--- src/rtl/bus_arbiter_nm.sv ---
// N-master system-bus arbiter with fixed-priority or round-robin selection.
// Grants are held per transaction, with a hold timeout and a one-cycle handover gap.
module bus_arbiter_nm #(
   parameter int NUM_MASTERS = 4,
   parameter int SLAVE_SEL_W = 2,
   parameter int RR_MODE     = 0,
   parameter int MAX_HOLD    = 16,
   parameter int IDX_W       = $clog2(NUM_MASTERS)
) (
   input  logic                               clk_i,
   input  logic                               rstn_i,
   input  logic [NUM_MASTERS-1:0]             m_request_i,
   input  logic [NUM_MASTERS*SLAVE_SEL_W-1:0] m_slave_sel_i,
   output logic [NUM_MASTERS-1:0]             m_grant_o,
   output logic [IDX_W-1:0]                   bus_grant_o,
   output logic                               grant_valid_o,
   output logic [SLAVE_SEL_W-1:0]             slave_sel_o,
   output logic                               arbiter_busy_o,
   output logic                               timeout_pulse_o
);

   localparam int                     HOLD_W    = (MAX_HOLD > 0) ? $clog2(MAX_HOLD + 1) : 1;
   localparam logic [HOLD_W-1:0]      HOLD_SAT  = HOLD_W'(MAX_HOLD);
   localparam logic [HOLD_W-1:0]      HOLD_LAST = HOLD_W'((MAX_HOLD > 0) ? MAX_HOLD - 1 : 0);
   localparam logic [NUM_MASTERS-1:0] ONE_HOT0  = NUM_MASTERS'(1);
   localparam logic [IDX_W-1:0]       IDX_LAST  = IDX_W'(NUM_MASTERS - 1);

   typedef enum logic [1:0] {
      ST_IDLE    = 2'd0,
      ST_GRANT   = 2'd1,
      ST_RELEASE = 2'd2
   } state_e;

   state_e                 state_q;
   logic [NUM_MASTERS-1:0] m_grant_q;
   logic [IDX_W-1:0]       bus_grant_q;
   logic                   grant_valid_q;
   logic [SLAVE_SEL_W-1:0] slave_sel_q;
   logic                   arbiter_busy_q;
   logic                   timeout_pulse_q;
   logic [IDX_W-1:0]       rr_ptr_q;
   logic [HOLD_W-1:0]      hold_q;
   logic [NUM_MASTERS-1:0] mask_q;

   logic [NUM_MASTERS-1:0] unmasked_d;
   logic [NUM_MASTERS-1:0] fix_cand_d;
   logic [IDX_W-1:0]       fix_idx_d;
   logic [IDX_W-1:0]       rr_idx_d;
   logic [IDX_W-1:0]       win_idx_d;
   logic [IDX_W-1:0]       rr_ptr_d;
   logic [SLAVE_SEL_W-1:0] win_sel_d;
   int                     rr_dist_d;
   int                     rr_best_d;
   logic                   any_req_d;
   logic                   owner_req_d;
   logic                   other_req_d;
   logic                   force_rel_d;
   logic [HOLD_W-1:0]      hold_inc_d;

   // Winner selection: masked fixed priority, or nearest requester at/after the RR pointer.
   always_comb begin
      unmasked_d = m_request_i & ~mask_q;
      if (|unmasked_d) begin
         fix_cand_d = unmasked_d;
      end else begin
         fix_cand_d = m_request_i;
      end

      fix_idx_d = {IDX_W{1'b0}};
      for (int i = NUM_MASTERS - 1; i >= 0; i--) begin
         if (fix_cand_d[i]) begin
            fix_idx_d = IDX_W'(i);
         end else begin
            fix_idx_d = fix_idx_d;
         end
      end

      rr_idx_d  = {IDX_W{1'b0}};
      rr_best_d = NUM_MASTERS;
      rr_dist_d = 0;
      for (int i = 0; i < NUM_MASTERS; i++) begin
         rr_dist_d = (i >= int'(rr_ptr_q)) ? (i - int'(rr_ptr_q))
                                           : (i + NUM_MASTERS - int'(rr_ptr_q));
         if (m_request_i[i] && (rr_dist_d < rr_best_d)) begin
            rr_best_d = rr_dist_d;
            rr_idx_d  = IDX_W'(i);
         end else begin
            rr_best_d = rr_best_d;
         end
      end

      win_idx_d = (RR_MODE != 0) ? rr_idx_d : fix_idx_d;

      win_sel_d = {SLAVE_SEL_W{1'b0}};
      for (int i = 0; i < NUM_MASTERS; i++) begin
         if (win_idx_d == IDX_W'(i)) begin
            win_sel_d = m_slave_sel_i[i*SLAVE_SEL_W +: SLAVE_SEL_W];
         end else begin
            win_sel_d = win_sel_d;
         end
      end

      rr_ptr_d = (win_idx_d == IDX_LAST) ? {IDX_W{1'b0}} : (win_idx_d + IDX_W'(1));
   end

   // Release conditions for the current owner.
   always_comb begin
      any_req_d   = |m_request_i;
      owner_req_d = |(m_request_i & m_grant_q);
      other_req_d = |(m_request_i & ~m_grant_q);
      force_rel_d = (MAX_HOLD != 0) && (hold_q == HOLD_LAST) && other_req_d;
      hold_inc_d  = (hold_q == HOLD_SAT) ? hold_q : (hold_q + HOLD_W'(1));
   end

   // Arbiter FSM; every output is a register updated here.
   always_ff @(posedge clk_i) begin
      if (!rstn_i) begin
         state_q         <= ST_IDLE;
         m_grant_q       <= {NUM_MASTERS{1'b0}};
         bus_grant_q     <= {IDX_W{1'b0}};
         grant_valid_q   <= 1'b0;
         slave_sel_q     <= {SLAVE_SEL_W{1'b0}};
         arbiter_busy_q  <= 1'b0;
         timeout_pulse_q <= 1'b0;
         rr_ptr_q        <= {IDX_W{1'b0}};
         hold_q          <= {HOLD_W{1'b0}};
         mask_q          <= {NUM_MASTERS{1'b0}};
      end else begin
         case (state_q)
            ST_IDLE, ST_RELEASE: begin
               timeout_pulse_q <= 1'b0;
               hold_q          <= {HOLD_W{1'b0}};
               mask_q          <= {NUM_MASTERS{1'b0}};
               if (any_req_d) begin
                  state_q        <= ST_GRANT;
                  m_grant_q      <= ONE_HOT0 << win_idx_d;
                  bus_grant_q    <= win_idx_d;
                  grant_valid_q  <= 1'b1;
                  slave_sel_q    <= win_sel_d;
                  arbiter_busy_q <= 1'b1;
                  rr_ptr_q       <= rr_ptr_d;
               end else begin
                  state_q        <= ST_IDLE;
                  m_grant_q      <= {NUM_MASTERS{1'b0}};
                  bus_grant_q    <= {IDX_W{1'b0}};
                  grant_valid_q  <= 1'b0;
                  slave_sel_q    <= {SLAVE_SEL_W{1'b0}};
                  arbiter_busy_q <= 1'b0;
               end
            end
            ST_GRANT: begin
               if (!owner_req_d || force_rel_d) begin
                  // A normal release wins over a coincident timeout: no pulse, no mask.
                  state_q         <= ST_RELEASE;
                  m_grant_q       <= {NUM_MASTERS{1'b0}};
                  bus_grant_q     <= {IDX_W{1'b0}};
                  grant_valid_q   <= 1'b0;
                  slave_sel_q     <= {SLAVE_SEL_W{1'b0}};
                  arbiter_busy_q  <= 1'b1;
                  hold_q          <= {HOLD_W{1'b0}};
                  timeout_pulse_q <= owner_req_d;
                  mask_q          <= owner_req_d ? (mask_q | m_grant_q) : mask_q;
               end else begin
                  hold_q          <= hold_inc_d;
                  timeout_pulse_q <= 1'b0;
               end
            end
            default: begin
               state_q         <= ST_IDLE;
               m_grant_q       <= {NUM_MASTERS{1'b0}};
               bus_grant_q     <= {IDX_W{1'b0}};
               grant_valid_q   <= 1'b0;
               slave_sel_q     <= {SLAVE_SEL_W{1'b0}};
               arbiter_busy_q  <= 1'b0;
               timeout_pulse_q <= 1'b0;
               hold_q          <= {HOLD_W{1'b0}};
               mask_q          <= {NUM_MASTERS{1'b0}};
            end
         endcase
      end
   end

   assign m_grant_o       = m_grant_q;
   assign bus_grant_o     = bus_grant_q;
   assign grant_valid_o   = grant_valid_q;
   assign slave_sel_o     = slave_sel_q;
   assign arbiter_busy_o  = arbiter_busy_q;
   assign timeout_pulse_o = timeout_pulse_q;

endmodule

--- config.mk ---
export PLATFORM = sky130hd
export DESIGN_NAME = bus_arbiter_nm
export DESIGN_NICKNAME = d
export VERILOG_FILES = /design/src/rtl/bus_arbiter_nm.sv
export SDC_FILE = /design/constraint.sdc
export NUM_CORES = 1
export LEC_CHECK = 0
export BUFFER_PORTS_ARGS = -buffer_cell sky130_fd_sc_hd__buf_2
export CAP_MARGIN = 20
export CORE_MARGIN = 2
export CORE_UTILIZATION = 55
export DETAILED_ROUTE_END_ITERATION = 10
export GPL_TIMING_DRIVEN = 0
export PLACE_DENSITY = 0.89
export SLEW_MARGIN = 20
export SYNTH_ARGS = -nofsm -noshare
export SYNTH_HDL_FRONTEND = slang
export SYNTH_SLANG_ARGS = --single-unit
--- constraint.sdc ---
create_clock -name clk_i -period 5.9 [get_ports clk_i]
set_clock_uncertainty 0.15 [all_clocks]
set_input_delay 0.295 -clock clk_i [delete_from_list [all_inputs] [get_ports clk_i]]
set_output_delay 0.295 -clock clk_i [all_outputs]
set_load 0.01 [all_outputs]
==> metrics.txt <==
H-tree levels 1; Setup Fix Bufs, Post-CTS 0; Ports 25; clock net sink count 21; CTS tree done; Rows 16; f_max 509 MHz; Layout area overhead 15.8%; Startpoint Class flip-flop; PortBufs 24; shortest period the worst path allows 1.96 ns; actual slew at the worst max-slew pin 0.585 ns; Final TNS setup 0 ns; largest net degree at the start of global routing 12; sequential area share after synthesis 36.8%; main area contributors after synthesis dfxtp_1 (37%), a22o_1 (4.6%), a32o_1 (3.5%); Initial Util 58.2%; CTS clk-pin slew, worst paths 0.11 ns; Post-synth EDFFs 0; Cells after Synth 117; largest area contributor in the netlist dfxtp_1; worst vdd ir 0.000150 V; Seq cells post-synth 21; Placed Instances 168; # diodes 0; max cap viols 0; die area 2460 um2; kind of critical path flip-flop to flip-flop; die width 49.6 um; Unique masters post-synth 45; Hold Crit Class input port to flip-flop; Leak Pwr 0.557 nW; Most used DFF post-synth dfxtp_1; Worst Path Required 5.96 ns; number of global-route vias before repair 905; DR pass1 iterations 4; Hold Vio Cnt, Final 0; initial antenna violation count 0; flop2flop setup slack 3.94 ns; max-slew violations 0; # setup viols final 0; worst skew pair latency 0.31 ns; GP Congestion 0.774; Filler cells 182; total CTS buffers 3; CP endpoint kind flip-flop; Synthesis Warnings 0; most frequent cell after synthesis dfxtp_1; max_slew headroom 60.7%; post-synthesis instance area 1140 um2; Post-route DRC 0; share of cells above drive strength 1 27.6%; Vias/cell 5.70; vias 981; post-DR wirelength/cell 13.9 um; Root Driver clkbuf_4; worst hold path depth 3; top cells by count, synth dfxtp_1 (21), a22o_1 (6), inv_1 (6), o21ai_0 (6); CTS Hold Bufs 0; Core ar. 1960 um2; first-pass GRT wire length 4.07 mm; Worst Path Arrival 2.02 ns; final period utilization 33.3%; Crit Path Max Fanout 9; gr ovfl total 0; hpwl dp 1.91 mm; Die Y 49.6 um; cell area after layout 1320 um2; drt total wl 2.39 mm; GRT Util Overall 21.6%; Reg2Reg Depth 8; top cell type's share of synthesized area 36.8%; DP Area 1290 um2; RSZ-0062 raised after global routing false; nets@finish 163; final std cells w/o fill 172; pwr/cell area 203 nW/um2; post-CTS resize count 0; Mean Syn Cell Area 9.75 um2; antenna-violating nets left 0; maximum clock path buffer count 2; status completed; syn nets 134; asr flop ratio synth 0%; Iteration-0 DRC Markers 26
[flip-flops by register name (all words and copies together) (netlist names)]
| name | cells |
|---|---|
| arbiter_busy_o | 1 |
| timeout_pulse_o | 1 |
| hold_q | 5 |
| grant_valid_o | 1 |
| slave_sel_o | 2 |
| m_grant_o | 4 |
| mask_q | 4 |
| state_q | 1 |
| bus_grant_o | 2 |
[layout by cell type (no fill, tap or decap), types with 2 or more instances in the layout]
master	instances
buf_2	26
dfxtp_1	21
inv_1	6
a22o_1	6
o21ai_0	6
nor2_1	5
nor3_1	5
and2b_1	4
nor2b_1	4
a32o_1	4
nand2b_1	4
a211oi_1	4
nor4_1	3
a21oi_1	3
nand2_1	3
ha_1	3
clkbuf_4	3
nor2b_4	2
clkbuf_1	2
a21o_1	2
a221oi_1	2
o2bb2ai_1	2
xnor2_1	2
[routing by layer]
metal  GRT usage (%)  vias up  share of wire [%]
li1                -      498                  -
met1            28.0      452                 44
met2            36.0       26                 49
met3            2.12        5                4.3
met4            9.72        0                2.0
met5               0        -                  0
[area by class of cell]
type	count	area (um2)	area share, %
Buffer	4	28.8	2.18
Inverter	6	22.5	1.70
Tap cell	27	33.8	2.56
Clock buffer	4	26.3	1.99
Multi-Input combinational cell	86	669	50.7
Sequential cell	21	420	31.8
Timing Repair Buffer	24	120	9.09
[power by group]
| group | internal, mW | total (mW) | switching (mW) |
|---|---|---|---|
| Combinational | 0.0214 | 0.0472 | 0.0258 |
| Clock | 0.0264 | 0.0682 | 0.0418 |
| Sequential | 0.147 | 0.152 | 0.00492 |
[worst max-delay path: stages, from the launching register on]
cell     delay (ns)
dfxtp_1        0.39
ha_1           0.20
and3_1         0.17
ha_1           0.18
o41ai_4        0.08
nor2b_2        0.18
and2_4         0.15
buf_8          0.13
a22o_4         0.24
[metrics by stage]
step                      util (%)  setup WS [ns]  hold WS, ns  total power, mW
after global placement        66.0           3.97        0.282            0.200
after CTS                     67.3           3.93        0.124            0.270
after global routing          67.3           3.83        0.136            0.281
final                         67.3           3.94        0.132            0.268
after detailed placement      66.0           3.94        0.290            0.203
after floorplan                  -           4.05        0.299            0.185
[cell families (layout without fill, tap and decap cells)]
| group | count (synthesis) | in the layout | share of synthesized area [%] |
|---|---|---|---|
| flops | 21 | 21 | 36.8 |
| buf+inv | 10 | 38 | 4.49 |
| compound gates | 38 | 38 | 28.7 |
| xor+xnor | 3 | 3 | 2.30 |
| simple gates | 41 | 41 | 23.5 |
| mux | 1 | 1 | 0.877 |
| fa+ha+maj | 3 | 3 | 3.29 |
[worst paths after layout]
| check | start | endpoint |
|---|---|---|
| hold reg to reg | bus_grant_o[1] | bus_grant_o[1] |
| setup / recovery | hold_q[1] | bus_grant_o[0] |
| hold / removal | rstn_i | state_q[1] |
| setup reg to reg | hold_q[1] | bus_grant_o[0] |
Note: power is estimated with default switching activity, not from simulation.
